$ cat src/rtl/mult_div_if.sv
// rtl/mult_div_if.sv - start/busy/done handshake and HI/LO result bus of the mult/div unit
interface mult_div_if;
  logic        start;
  logic [1:0]  op;
  logic [31:0] opA;
  logic [31:0] opB;
  logic        busy;
  logic        done;
  logic        div_by_zero;
  logic [31:0] hi;
  logic [31:0] lo;

  modport master (
    output start, op, opA, opB,
    input  busy, done, div_by_zero, hi, lo
  );

  modport slave (
    input  start, op, opA, opB,
    output busy, done, div_by_zero, hi, lo
  );
endinterface

$ cat src/rtl/mult_div_unit.sv
// rtl/mult_div_unit.sv - iterative 32-bit MIPS mult(u)/div(u) unit writing HI/LO
// Signed mult/div sign handling is built only when `MULTDIV_SIGNED_EN is defined.
module mult_div_unit #(
  parameter int ITER = 32
) (
  input  logic      clk,
  input  logic      rst_n,
  mult_div_if.slave bus
);
  typedef enum logic [1:0] {IDLE = 2'd0, RUN = 2'd1, FIN = 2'd2} state_t;

  state_t      state, state_nxt;
  logic [4:0]  cnt;
  logic        is_div;
  logic        dz_q;
  logic        last;
  logic [31:0] div_q;      // multiplicand (mult) or divisor (div) magnitude
  logic [63:0] acc;        // {partial product, multiplier} or {remainder, quotient}
  logic [63:0] acc_step;
  logic [63:0] res;
  logic [31:0] mag_a;
  logic [31:0] mag_b;
  logic [32:0] rem_sh;
  logic [32:0] sum;
  logic [31:0] hi_q;
  logic [31:0] lo_q;

`ifdef MULTDIV_SIGNED_EN
  logic        sgn_op;
  logic        signed_q;
  logic        neg_a_q;
  logic        neg_b_q;
  logic [31:0] raw_a_q;

  assign sgn_op = bus.op[1];
  assign mag_a  = (sgn_op && bus.opA[31]) ? (~bus.opA + 32'd1) : bus.opA;
  assign mag_b  = (sgn_op && bus.opB[31]) ? (~bus.opB + 32'd1) : bus.opB;
`else
  assign mag_a  = bus.opA;
  assign mag_b  = bus.opB;
`endif

  assign last = (cnt == 5'(ITER - 1));

  // One iteration: shift-add for multiply, restoring trial subtract for divide
  always_comb begin
    rem_sh = acc[63:31];
    sum    = {1'b0, acc[63:32]} + {1'b0, (acc[0] ? div_q : 32'd0)};
    if (is_div) begin
      if (rem_sh >= {1'b0, div_q}) begin
        acc_step = {rem_sh[31:0] - div_q, acc[30:0], 1'b1};
      end else begin
        acc_step = {acc[62:0], 1'b0};
      end
    end else begin
      acc_step = {sum, acc[31:1]};
    end
  end

  always_comb begin
    res = acc_step;
`ifdef MULTDIV_SIGNED_EN
    if (signed_q) begin
      if (!is_div) begin
        if (neg_a_q ^ neg_b_q) res = -acc_step;
      end else if (dz_q) begin
        // Zero divisor reports the raw dividend, not its magnitude
        res = {raw_a_q, 32'hFFFF_FFFF};
      end else begin
        if (neg_a_q ^ neg_b_q) res[31:0]  = -acc_step[31:0];
        if (neg_a_q)           res[63:32] = -acc_step[63:32];
      end
    end
`endif
  end

  always_ff @(posedge clk or negedge rst_n) begin
    if (!rst_n) state <= IDLE;
    else        state <= state_nxt;
  end

  always_comb begin
    state_nxt = state;
    case (state)
      IDLE:    if (bus.start) state_nxt = RUN;
      RUN:     if (last) state_nxt = FIN;
      FIN:     state_nxt = IDLE;
      default: state_nxt = IDLE;
    endcase
  end

  always_comb begin
    bus.busy        = (state == RUN);
    bus.done        = (state == FIN);
    bus.div_by_zero = (state == FIN) && dz_q;
    bus.hi          = hi_q;
    bus.lo          = lo_q;
  end

  always_ff @(posedge clk or negedge rst_n) begin
    if (!rst_n) begin
      cnt    <= '0;
      is_div <= 1'b0;
      dz_q   <= 1'b0;
      div_q  <= '0;
      acc    <= '0;
      hi_q   <= '0;
      lo_q   <= '0;
`ifdef MULTDIV_SIGNED_EN
      signed_q <= 1'b0;
      neg_a_q  <= 1'b0;
      neg_b_q  <= 1'b0;
      raw_a_q  <= '0;
`endif
    end else if (state == IDLE && bus.start) begin
      cnt    <= '0;
      is_div <= bus.op[0];
      dz_q   <= bus.op[0] && (bus.opB == 32'd0);
      div_q  <= mag_b;
      acc    <= {32'd0, mag_a};
`ifdef MULTDIV_SIGNED_EN
      signed_q <= sgn_op;
      neg_a_q  <= sgn_op && bus.opA[31];
      neg_b_q  <= sgn_op && bus.opB[31];
      raw_a_q  <= bus.opA;
`endif
    end else if (state == RUN) begin
      acc <= acc_step;
      cnt <= cnt + 5'd1;
      // HI/LO take the final step directly so they are valid throughout FIN
      if (last) begin
        hi_q <= res[63:32];
        lo_q <= res[31:0];
      end
    end
  end
endmodule

$ cat src/flat_wrapper.sv
// flat-port wrapper written by rule: the top's interface ports become plain ports
module mult_div_unit_flat 
#(
  parameter int ITER = 32
)
  (clk, rst_n, bus_start, bus_op, bus_opA, bus_opB, bus_busy, bus_done, bus_div_by_zero, bus_hi, bus_lo);
  mult_div_if bus_i ();
  input  logic clk;
  input  logic rst_n;
  input wire logic [$bits(bus_i.start)-1:0] bus_start;
  input wire logic [$bits(bus_i.op)-1:0] bus_op;
  input wire logic [$bits(bus_i.opA)-1:0] bus_opA;
  input wire logic [$bits(bus_i.opB)-1:0] bus_opB;
  output wire logic [$bits(bus_i.busy)-1:0] bus_busy;
  output wire logic [$bits(bus_i.done)-1:0] bus_done;
  output wire logic [$bits(bus_i.div_by_zero)-1:0] bus_div_by_zero;
  output wire logic [$bits(bus_i.hi)-1:0] bus_hi;
  output wire logic [$bits(bus_i.lo)-1:0] bus_lo;
  assign bus_i.start = bus_start;
  assign bus_i.op = bus_op;
  assign bus_i.opA = bus_opA;
  assign bus_i.opB = bus_opB;
  assign bus_busy = bus_i.busy;
  assign bus_done = bus_i.done;
  assign bus_div_by_zero = bus_i.div_by_zero;
  assign bus_hi = bus_i.hi;
  assign bus_lo = bus_i.lo;
  mult_div_unit #(.ITER(ITER)) u_core (.clk(clk), .rst_n(rst_n), .bus(bus_i));
endmodule
$ cat config.mk
export PLATFORM = sky130hd
export DESIGN_NAME = mult_div_unit_flat
export DESIGN_NICKNAME = d
export VERILOG_FILES = /design/src/rtl/mult_div_if.sv /design/src/rtl/mult_div_unit.sv /design/src/flat_wrapper.sv
export SDC_FILE = /design/constraint.sdc
export NUM_CORES = 1
export LEC_CHECK = 0
export CORE_MARGIN = 4
export CORE_UTILIZATION = 45
export DETAILED_ROUTE_END_ITERATION = 16
export PLACE_DENSITY = 0.8
export SLEW_MARGIN = 30
export SYNTH_ARGS = -nofsm -noshare
export SYNTH_HDL_FRONTEND = slang
export SYNTH_SLANG_ARGS = --single-unit
$ cat constraint.sdc
create_clock -name clk -period 3.14 [get_ports clk]
set_clock_uncertainty 0.2 [all_clocks]
set_input_delay 0.628 -clock clk [delete_from_list [all_inputs] [get_ports clk]]
set_output_delay 0.628 -clock clk [all_outputs]
set_load 0.1 [all_outputs]
==> metrics.txt, run 1 <==
status=finished, violations left; failing checks=negative setup slack; leading area contributor after synthesis=dfrtp_1; Mapped Nets=1451; mux cell area share after synthesis=4.109%; synthesized area=0.01093 sq mm; simple-gate share of the synthesized area=17.32%; CTS root buffer=clkbuf_16; fin crit period=around 3400 ps; worst setup margin=-286.6 ps; number of nets with antenna violations after routing=0; Core Box Area=0.02368 sq mm; H-tree levels=4; Critical Path Start Type=register; die width=approximately 160 um; CP peak stage delay=470 ps; Post-synth ARST share=100.0%; CTS tree=done; post-synthesis cell count=1314; Worst Path Arrival=~3600 ps; ys flop type=dfrtp_1; global route overflow=0; reg-to-reg startpoint=u_core.acc[0]; sequential share of the synthesized area=38.69%; Post-Synth XOR/XNOR Area=4.407%; DR DRC count=0; worst r2r dst=u_core.bus.hi[31]; via count=10930; Worst slew margin=44.20%; final RePlAce weighted congestion=0.9208; share of cells above drive strength 1=between 20% and 30%; post-route insts no fill=around 1900; share of the synthesized area in the top cell type=38.69%; crit path cell chain=buf_6 -> and2_4 -> fa_2 -> a21oi_4 -> o21ai_2 -> a211oi_2 -> buf_4 -> o21ai_4 -> a41oi_4 -> o211a_1 -> nor3b_2 -> o31ai_1 -> a32oi_1 -> mux2_4; R2R setup slack=-290 ps; worst hold-check path type=register to register; setup TNS=-4294 ps; largest net degree at the start of global routing=87; Port Buffers=134; first-pass GRT wire length=~56 mm; Clock Latency Late Sink=440 ps; GRT Total Usage=25.69%; Area contributors post-synth=dfrtp_1, o21ai_0, nand2_1, ha_1, a21oi_1; Rows=56; max-cap violations=0; CP Capture Point=u_core.bus.hi[31]; Tcrit/Tclk final=109.1%; CP Launch Point=u_core.acc[0]; post-place setup slack=-405.2 ps; post-DP HPWL=24.24 mm; Setup Viol. Count Final=26; initial antenna violation count=2; worst reg2reg path depth=14; fin nets=1708; wire per inst=18.53 um; Worst Setup End Kind=register; drt pass-1 iters=7; largest fanout on the critical path=6; CTS buffer count=17; Initial Util=46.16%; full die area=0.02685 sq mm; CP max-delay cell=dfrtp_2; complex-gate fraction of the synthesized area=22.54%; final WL=roughly 35 mm; CP Class=register to register; Max Transition Viols Final=0; Critical Path RT=around 3300 ps; Worst-Margin Slew=836.0 ps; Synth-to-Final Area Change=38.71%; largest family of logic cells by synthesized area=compound AO/OA/AOI/OAI gates; delay-heaviest family, CP=compound AO/OA/AOI/OAI gates; warnings from Yosys=0; CP Depth=14; final hold slack=around 280 ps; Hold Crit Depth=2; most frequent cells in the layout=buf_4, nand2_1, dfrtp_1; Synth Area in Adders=7.920%; Clock Path Buffers=2; Hold Fails Final Rpt=0; Post-synth EDFFs=0; vias in the first global route=around 11000; RSZ-0062 raised after global routing=true; syn avg cell area=between 8 and 9 sq um; Via density=5.736; Clk pin slew, worst setup/hold paths=roughly 70 ps; Synth cell types=66; Buf/Inv on CP=2; # clock sinks=169; Vert. Die Dim=163.9 um; Placed Cells=1842; Top Ports=136; most common cell after layout, fill and taps aside=buf_4; detailed router's first-iteration violation count=860; Yosys reg bits=between 150 and 200; Max Fclk=291.8 MHz
-- Yosys cell counts, types with 7 or more instances --
| cell type | instances |
|---|---|
| a22o_1 | 8 |
| dfrtp_1 | 169 |
| a211oi_1 | 9 |
| o211ai_1 | 16 |
| and3_1 | 12 |
| and2_1 | 34 |
| o21ai_0 | 193 |
| xor2_1 | 20 |
| nand3_1 | 18 |
| a31oi_1 | 13 |
| nor2_1 | 72 |
| mux2_2 | 7 |
| nand2_1 | 225 |
| nand2b_1 | 7 |
| o31ai_1 | 11 |
| a21oi_1 | 96 |
| mux2i_1 | 37 |
| nor4_1 | 8 |
| nand4_1 | 16 |
| clkbuf_1 | 63 |
| ha_1 | 66 |
| xnor2_1 | 35 |
| inv_1 | 54 |
| buf_2 | 8 |
| o21ai_1 | 7 |
| a21o_1 | 19 |
| nor3_1 | 15 |
-- tightest hold or removal path, cell delays in order (launching register included) --
cell     delay (ps)
dfrtp_1         350
nand2_1          50
o21ai_1          60
-- per-stage QoR --
stage,util (%),instance area (sq um)
after floorplan,-,10950
after global placement,56.89,13470
after detailed placement,57.06,13510
after CTS,61.95,14670
after global routing,64.03,15160
final,64.03,15160
-- logic make-up (layout without fill, tap and decap cells) --
family	Yosys count	in the layout
XOR/XNOR	55	55
other	0	2
AO/OA/AOI/OAI	420	421
adder cells (fa/ha/maj)	68	68
multiplexers	44	44
buffers and inverters	134	403
flip-flops	169	169
AND/OR/NAND/NOR	424	424
-- state kept, by name (all words and copies together) (netlist names) --
name	count
u_core.bus.hi	32
u_core.bus.lo	32
u_core.cnt	5
u_core.is_div	1
u_core.dz_q	1
u_core.state	2
u_core.div_q	32
u_core.acc	64
-- metal layers --
layer  wire [um]  up-vias  part of all wire, %  GRT usage (%)
li1            -     5154                    -              -
met1       14390     5225                   41          33.04
met2       17190      471                   49          43.42
met3        2850       78                  8.1          6.198
met4         866        0                  2.5          7.053
met5           0        -                    0              0
-- timing repair --
item,CTS,global route
pin swaps,33,54
setup buffers,13,14
setup endpoints to repair,66,64
hold endpoints to repair,46,0
gates cloned,2,0
resized for setup,85,90
hold buffers,1,0
-- layout make-up --
class / instances / area (sq um)
Fill cell: 1883 / 8519
Multi-Input combinational cell: 1012 / 6954
Sequential cell: 169 / 4238
Timing Repair Buffer: 317 / 2746
Clock buffer: 17 / 425.4
Tap cell: 319 / 399.1
Inverter: 54 / 202.7
Clock inverter: 15 / 192.7
Antenna cell: 2 / 5.005
-- how the worst min path moves through the flow --
stage	startpoint	to	slack, ps
after global placement	u_core.bus.hi[13]	u_core.bus.hi[13]	260
after detailed placement	u_core.bus.hi[9]	u_core.bus.hi[9]	270
after CTS	u_core.bus.hi[9]	u_core.bus.hi[9]	290
final	u_core.bus.hi[5]	u_core.bus.hi[5]	280
after global routing	u_core.bus.lo[21]	u_core.bus.lo[21]	310
after floorplan	rst_n	u_core.acc[0]	130
Power of run 1 is left out: the tool's default activity adds up to more than one toggle a clock period on the data nets, which glitch-free logic cannot reach.
==> run 2: changes to the inputs <==
--- a/config.mk
+++ b/config.mk
@@ -8,7 +8,8 @@
 export CORE_MARGIN = 4
 export CORE_UTILIZATION = 45
 export DETAILED_ROUTE_END_ITERATION = 16
-export PLACE_DENSITY = 0.8
+export PLACE_DENSITY = 0.78
+export SETUP_SLACK_MARGIN = 0.5
 export SLEW_MARGIN = 30
 export SYNTH_ARGS = -nofsm -noshare
 export SYNTH_HDL_FRONTEND = slang
==> constraint.sdc (replaced) <==
create_clock -name clk -period 3.8 [get_ports clk]
set_clock_uncertainty 0.2 [all_clocks]
set_input_delay 0.76 -clock clk [delete_from_list [all_inputs] [get_ports clk]]
set_output_delay 0.76 -clock clk [all_outputs]
set_load 0.1 [all_outputs]
==> metrics.txt, run 2 (synthesis results as in run 1) <==
Top Ports=136 (unchanged); Placed Area=0.01274 sq mm (-5.7%); Worst Path Arrival=3630 ps (+80 ps); RSZ-0062 raised after global routing=true; via count=10260 (-6.2%); Critical Path Start Type=register; Max Fclk=287.1 MHz (-1.6%); most frequent cells in the layout=nand2_1, o21ai_0, dfrtp_1; largest fanout on the critical path=7 (+1); detailed router's first-iteration violation count=773 (-10%); # clock sinks=169 (unchanged); global route overflow=0 (unchanged); CP most frequent cell=a211oi_4; Synth-to-Final Area Change=30.96%; Tcrit/Tclk final=91.65% (-17 points); post-route insts no fill=1807 (-5.1%); Clock Path Buffers=2 (unchanged); fin crit period=3483 ps (+56.03 ps); CP Launch Point=u_core.acc[0]; CP Capture Point=u_core.bus.hi[31]; design area=0.01432 sq mm (-5.6%); Hold Fails Final Rpt=0 (unchanged); delay-heaviest family, CP=compound AO/OA/AOI/OAI gates; Initial Util=46.16% (unchanged); Worst-Margin Slew=1006 ps (+169.5 ps); Max Transition Viols Final=0 (unchanged); GR Util met2=39.70% (-3.7 points); max-cap violations=0 (unchanged); number of nets with antenna violations after routing=0 (unchanged); Critical Path RT=3940 ps (+680 ps); worst reg2reg path depth=13 (-1); Port Buffers=134 (unchanged); GRT met3 Usage=5.747% (-0.45 points); Core Box Area=0.02368 sq mm (unchanged); Placed Cells=1736 (-5.8%); grt met1 use=32.06% (-0.97 points); drt pass-1 iters=5 (-2); H-tree levels=4 (unchanged); wire per inst=18.43 um (-0.52%); worst hold-check path type=primary input to asynchronous set/reset pin; post-DP HPWL=23.05 mm (-4.9%); full die area=0.02685 sq mm (unchanged); largest reg by FF count=u_core.acc; Rows=56 (unchanged); final RePlAce weighted congestion=0.9490 (+3.1%); Clock Latency Late Sink=450 ps (about the same); CTS root buffer=clkbuf_16; CP max-delay cell=dfrtp_2; crit path cell chain=buf_6 -> and2_4 -> ha_4 -> a211oi_4 -> o21ai_2 -> a211oi_4 -> o21ai_4 -> a41oi_4 -> o211a_1 -> nor3b_1 -> o31ai_2 -> a32oi_2 -> mux2_4; DR DRC count=0 (unchanged); status=finished, final reports clean; largest net degree at the start of global routing=113 (+30%); initial antenna violation count=3 (+1); R2R setup slack=320 ps (+600 ps); Buf/Inv on CP=1 (-1); CP Class=register to register; setup TNS=0 ps (+4294 ps); Worst slew margin=32.75% (-11 points); final hold slack=124.7 ps (-159.4 ps); GR peak layer=met2; CP peak stage delay=480 ps (about the same); share of cells above drive strength 1=15.87% (-9.9 points); most common cell after layout, fill and taps aside=nand2_1; Fill cells=2062 (+9.5%); final WL=33.31 mm (-5.6%); Clk pin slew, worst setup/hold paths=80 ps (about the same); GRT Total Usage=24.43% (-1.3 points); Worst Setup End Kind=register; Setup Viol. Count Final=0 (-100%); Vert. Die Dim=163.9 um (unchanged); reg-to-reg startpoint=u_core.acc[0]; first-pass GRT wire length=52.42 mm (-5.7%); CTS buffer count=17 (unchanged); CTS tree=done; fin nets=1611 (-5.7%); CP Depth=13 (-1); die width=163.9 um (unchanged); max FFs per register=64 (unchanged); vias in the first global route=10300 (-4.3%); Via density=5.675 (-1.1%); worst r2r dst=u_core.bus.hi[31]
-- run 2: changes by cell type in the layout (fill, tap and decap cells not counted), moves of 3 or more --
cell             before  now
buf_12               12    6
o21ai_1              32   27
ha_2                  1    7
buf_4               226   82
and2_4                8    3
inv_6                 0    3
o21ai_0             159  167
o21ai_2               9    6
inv_8                 5    1
ha_4                 22   15
and2_1               26   31
clkdlybuf4s50_1      66  121
-- run 2: cell type report --
class | count | area, sq um | share of cell area, %
repair buffers | 221 | 2092 | 14.61
clock buffers | 17 | 425.4 | 2.972
diodes | 1 | 2.502 | 0.01748
flip-flops and latches | 169 | 4238 | 29.60
well taps | 319 | 399.1 | 2.788
clock inverters | 15 | 216.5 | 1.512
multi-input cells | 1011 | 6740 | 47.08
inverters | 54 | 202.7 | 1.416
-- run 2: through the flow --
step,utilization [%],worst slack (ps)
after detailed placement,53.81,-62.38
after global placement,53.81,34.50
after CTS,57.87,236.1
after floorplan,-,516.1
final,60.45,317.4
after global routing,60.45,221.1
-- run 2: worst min path at each step --
stage          cells past startpoint                 to  slack (ps)
6_report                           1   u_core.bus.hi[6]         120
5_1_grt                            1   u_core.bus.hi[6]         190
4_1_cts                            1   u_core.bus.hi[6]         160
3_5_place_dp                       2  u_core.bus.lo[21]         270
3_3_place_gp                       2   u_core.bus.lo[0]         260
2_1_floorplan                      2        u_core.dz_q         240
-- run 2: what timing repair did --
item | CTS | global route
hold buffers | 0 | 0
setup endpoints to repair | 63 | 64
resized for setup | 51 | 91
gates cloned | 0 | 1
hold endpoints to repair | 0 | 0
buffers inserted | 10 | 26
pin swaps | 17 | 47
-- run 2: per-layer routing --
layer | part of all wire, % | vias to the layer above
li1 | - | 4945
met1 | 43 | 4933
met2 | 47 | 306
met3 | 6.8 | 67
met4 | 2.7 | 4
met5 | 0.084 | -
Power of run 2 is left out for the same reason.
==> run 3: changes to the inputs <==
--- a/config.mk
+++ b/config.mk
@@ -8,7 +8,7 @@
 export CORE_MARGIN = 4
 export CORE_UTILIZATION = 45
 export DETAILED_ROUTE_END_ITERATION = 16
-export PLACE_DENSITY = 0.78
+export PLACE_DENSITY = 0.8
 export SETUP_SLACK_MARGIN = 0.5
 export SLEW_MARGIN = 30
 export SYNTH_ARGS = -nofsm -noshare
==> constraint.sdc (replaced) <==
create_clock -name clk -period 3.1 [get_ports clk]
set_clock_uncertainty 0.2 [all_clocks]
set_input_delay 0.62 -clock clk [delete_from_list [all_inputs] [get_ports clk]]
set_output_delay 0.62 -clock clk [all_outputs]
set_load 0.1 [all_outputs]
==> metrics.txt, run 3 (synthesis results as in run 1) <==
Worst Setup End Kind=register; detailed router's first-iteration violation count=1142 (+48%); Final Core Density=66.14% (+5.7 points); Via density=5.844 (+3.0%); most frequent cells in the layout=buf_4, nand2_1, dfrtp_1; CP Launch Point=u_core.acc[0]; register area=0.004242 sq mm (about the same); crit path cell chain=buf_6 -> and2_4 -> fa_2 -> a21oi_4 -> o21ai_2 -> a211oi_2 -> o21ai_2 -> buf_4 -> a21o_1 -> a21oi_2 -> o21ai_1 -> xnor2_1 -> mux2i_1 -> o21ai_1; CP Depth=14 (+1); Port Buffers=134 (unchanged); wire per inst=19.01 um (+3.1%); Rows=56 (unchanged); Critical Path RT=3220 ps (-720 ps); Tcrit/Tclk final=111.3% (+20 points); setup TNS=-8210 ps (-8210 ps); final antenna diode count=0 (-1); CP Capture Point=u_core.acc[51]; DR DRC count=0 (unchanged); post-place setup slack=-369.3 ps (-306.9 ps); RSZ-0062 raised after global routing=true; H-tree levels=4 (unchanged); Clk pin slew, worst setup/hold paths=80 ps (about the same); final WL=36.42 mm (+9.3%); final hold slack=286.0 ps (+161.3 ps); largest fanout on the critical path=6 (-1); most common cell after layout, fill and taps aside=buf_4; area of the multi-input gates=0.007219 sq mm (+7.1%); initial antenna violation count=1 (-2); Setup Viol. Count Final=39 (+39); Worst-Margin Slew=689.7 ps (-315.8 ps); global route overflow=0 (unchanged); Top Ports=136 (unchanged); Hold Fails Final Rpt=0 (unchanged); Worst Hold Launch=u_core.bus.hi[18]; GRT Total Usage=25.66% (+1.2 points); CTS tree=done; fin nets=1721 (+6.8%); # clock sinks=169 (unchanged); worst hold-check path type=register to register; Worst Path Arrival=3570 ps (-60 ps); CTS root buffer=clkbuf_16; CTS buffer count=17 (unchanged); Synth-to-Final Area Change=43.29%; largest net degree at the start of global routing=113 (unchanged); delay-heaviest family, CP=compound AO/OA/AOI/OAI gates; fin crit period=3450 ps (-32.11 ps); via count=11200 (+9.2%); post-DP HPWL=23.67 mm (+2.7%); number of nets with antenna violations after routing=0 (unchanged); reg-to-reg startpoint=u_core.acc[0]; vias in the first global route=10880 (+5.7%); Worst slew margin=53.97% (+21 points); CP Class=register to register; largest reg by FF count=u_core.acc; Max Fclk=289.8 MHz (+0.93%); status=finished, violations left; Fill cells=1765 (-14%); first-pass GRT wire length=55.23 mm (+5.4%); CP peak stage delay=460 ps (-20 ps); worst reg2reg path depth=14 (+1); share of cells above drive strength 1=29.93% (+14 points); failing checks=negative setup slack; drt pass-1 iters=5 (unchanged); Buf/Inv on CP=2 (+1); final RePlAce weighted congestion=0.9536 (+0.48%); full die area=0.02685 sq mm (unchanged); Core Box Area=0.02368 sq mm (unchanged); CP max-delay cell=dfrtp_2; Initial Util=46.16% (unchanged); worst setup margin=-350.5 ps (-667.9 ps); Clock Path Buffers=2 (unchanged); Vert. Die Dim=163.9 um (unchanged); Clock Latency Late Sink=450 ps (about the same); R2R setup slack=-350 ps (-670 ps); Max Transition Viols Final=0 (unchanged); worst r2r dst=u_core.acc[51]; Critical Path Start Type=register; max FFs per register=64 (unchanged); max-cap violations=0 (unchanged); die width=163.9 um (unchanged)
-- run 3: timing repair --
action                                 CTS  global route
pin swaps                               48            71
setup endpoints to repair               67            67
buffers inserted                        15            16
endpoints found under the hold margin   40             0
hold buffers                             1             0
cloned                                   4             0
resized for setup                      141            75
-- run 3: final cells by class --
| cell class | instances | area share, % |
|---|---|---|
| clock buffer | 17 | 2.716 |
| clock inverter | 15 | 1.494 |
| inverter | 54 | 1.294 |
| multi-input combinational | 1011 | 46.09 |
| sequential | 169 | 27.08 |
| tap | 319 | 2.548 |
| timing repair buffer | 331 | 18.78 |
-- run 3: how the worst min path moves through the flow --
stage | endpoint | slack, ps | depth (start not counted)
4_1_cts | u_core.bus.lo[26] | 290 | 2
5_1_grt | u_core.bus.hi[18] | 310 | 2
6_report | u_core.bus.hi[18] | 290 | 2
3_3_place_gp | u_core.bus.lo[4] | 270 | 2
2_1_floorplan | u_core.acc[0] | 120 | 0
3_5_place_dp | u_core.bus.lo[26] | 270 | 2
-- run 3: through the flow --
stage	instances	cell area [sq um]
finish	1916	15660
detailed placement	1848	13680
global route	1916	15660
CTS	1900	15210
floorplan	1314	11100
global placement	1848	13680
-- run 3: metal layers --
layer	vias to the layer above	global-route usage [%]	routed length, um
li1	5178	-	-
met1	5339	33.03	15060
met2	540	42.69	17230
met3	138	5.872	2571
met4	2	8.883	1540
met5	-	0	13
-- run 3: tightest hold or removal path: cells and delay by family (launching register included) --
| kind | cells | cell delay (ps) |
|---|---|---|
| flip-flops | 1 | 350 |
| AND/OR/NAND/NOR | 1 | 50 |
| AO/OA/AOI/OAI | 1 | 50 |
Power of run 3 is left out for the same reason.
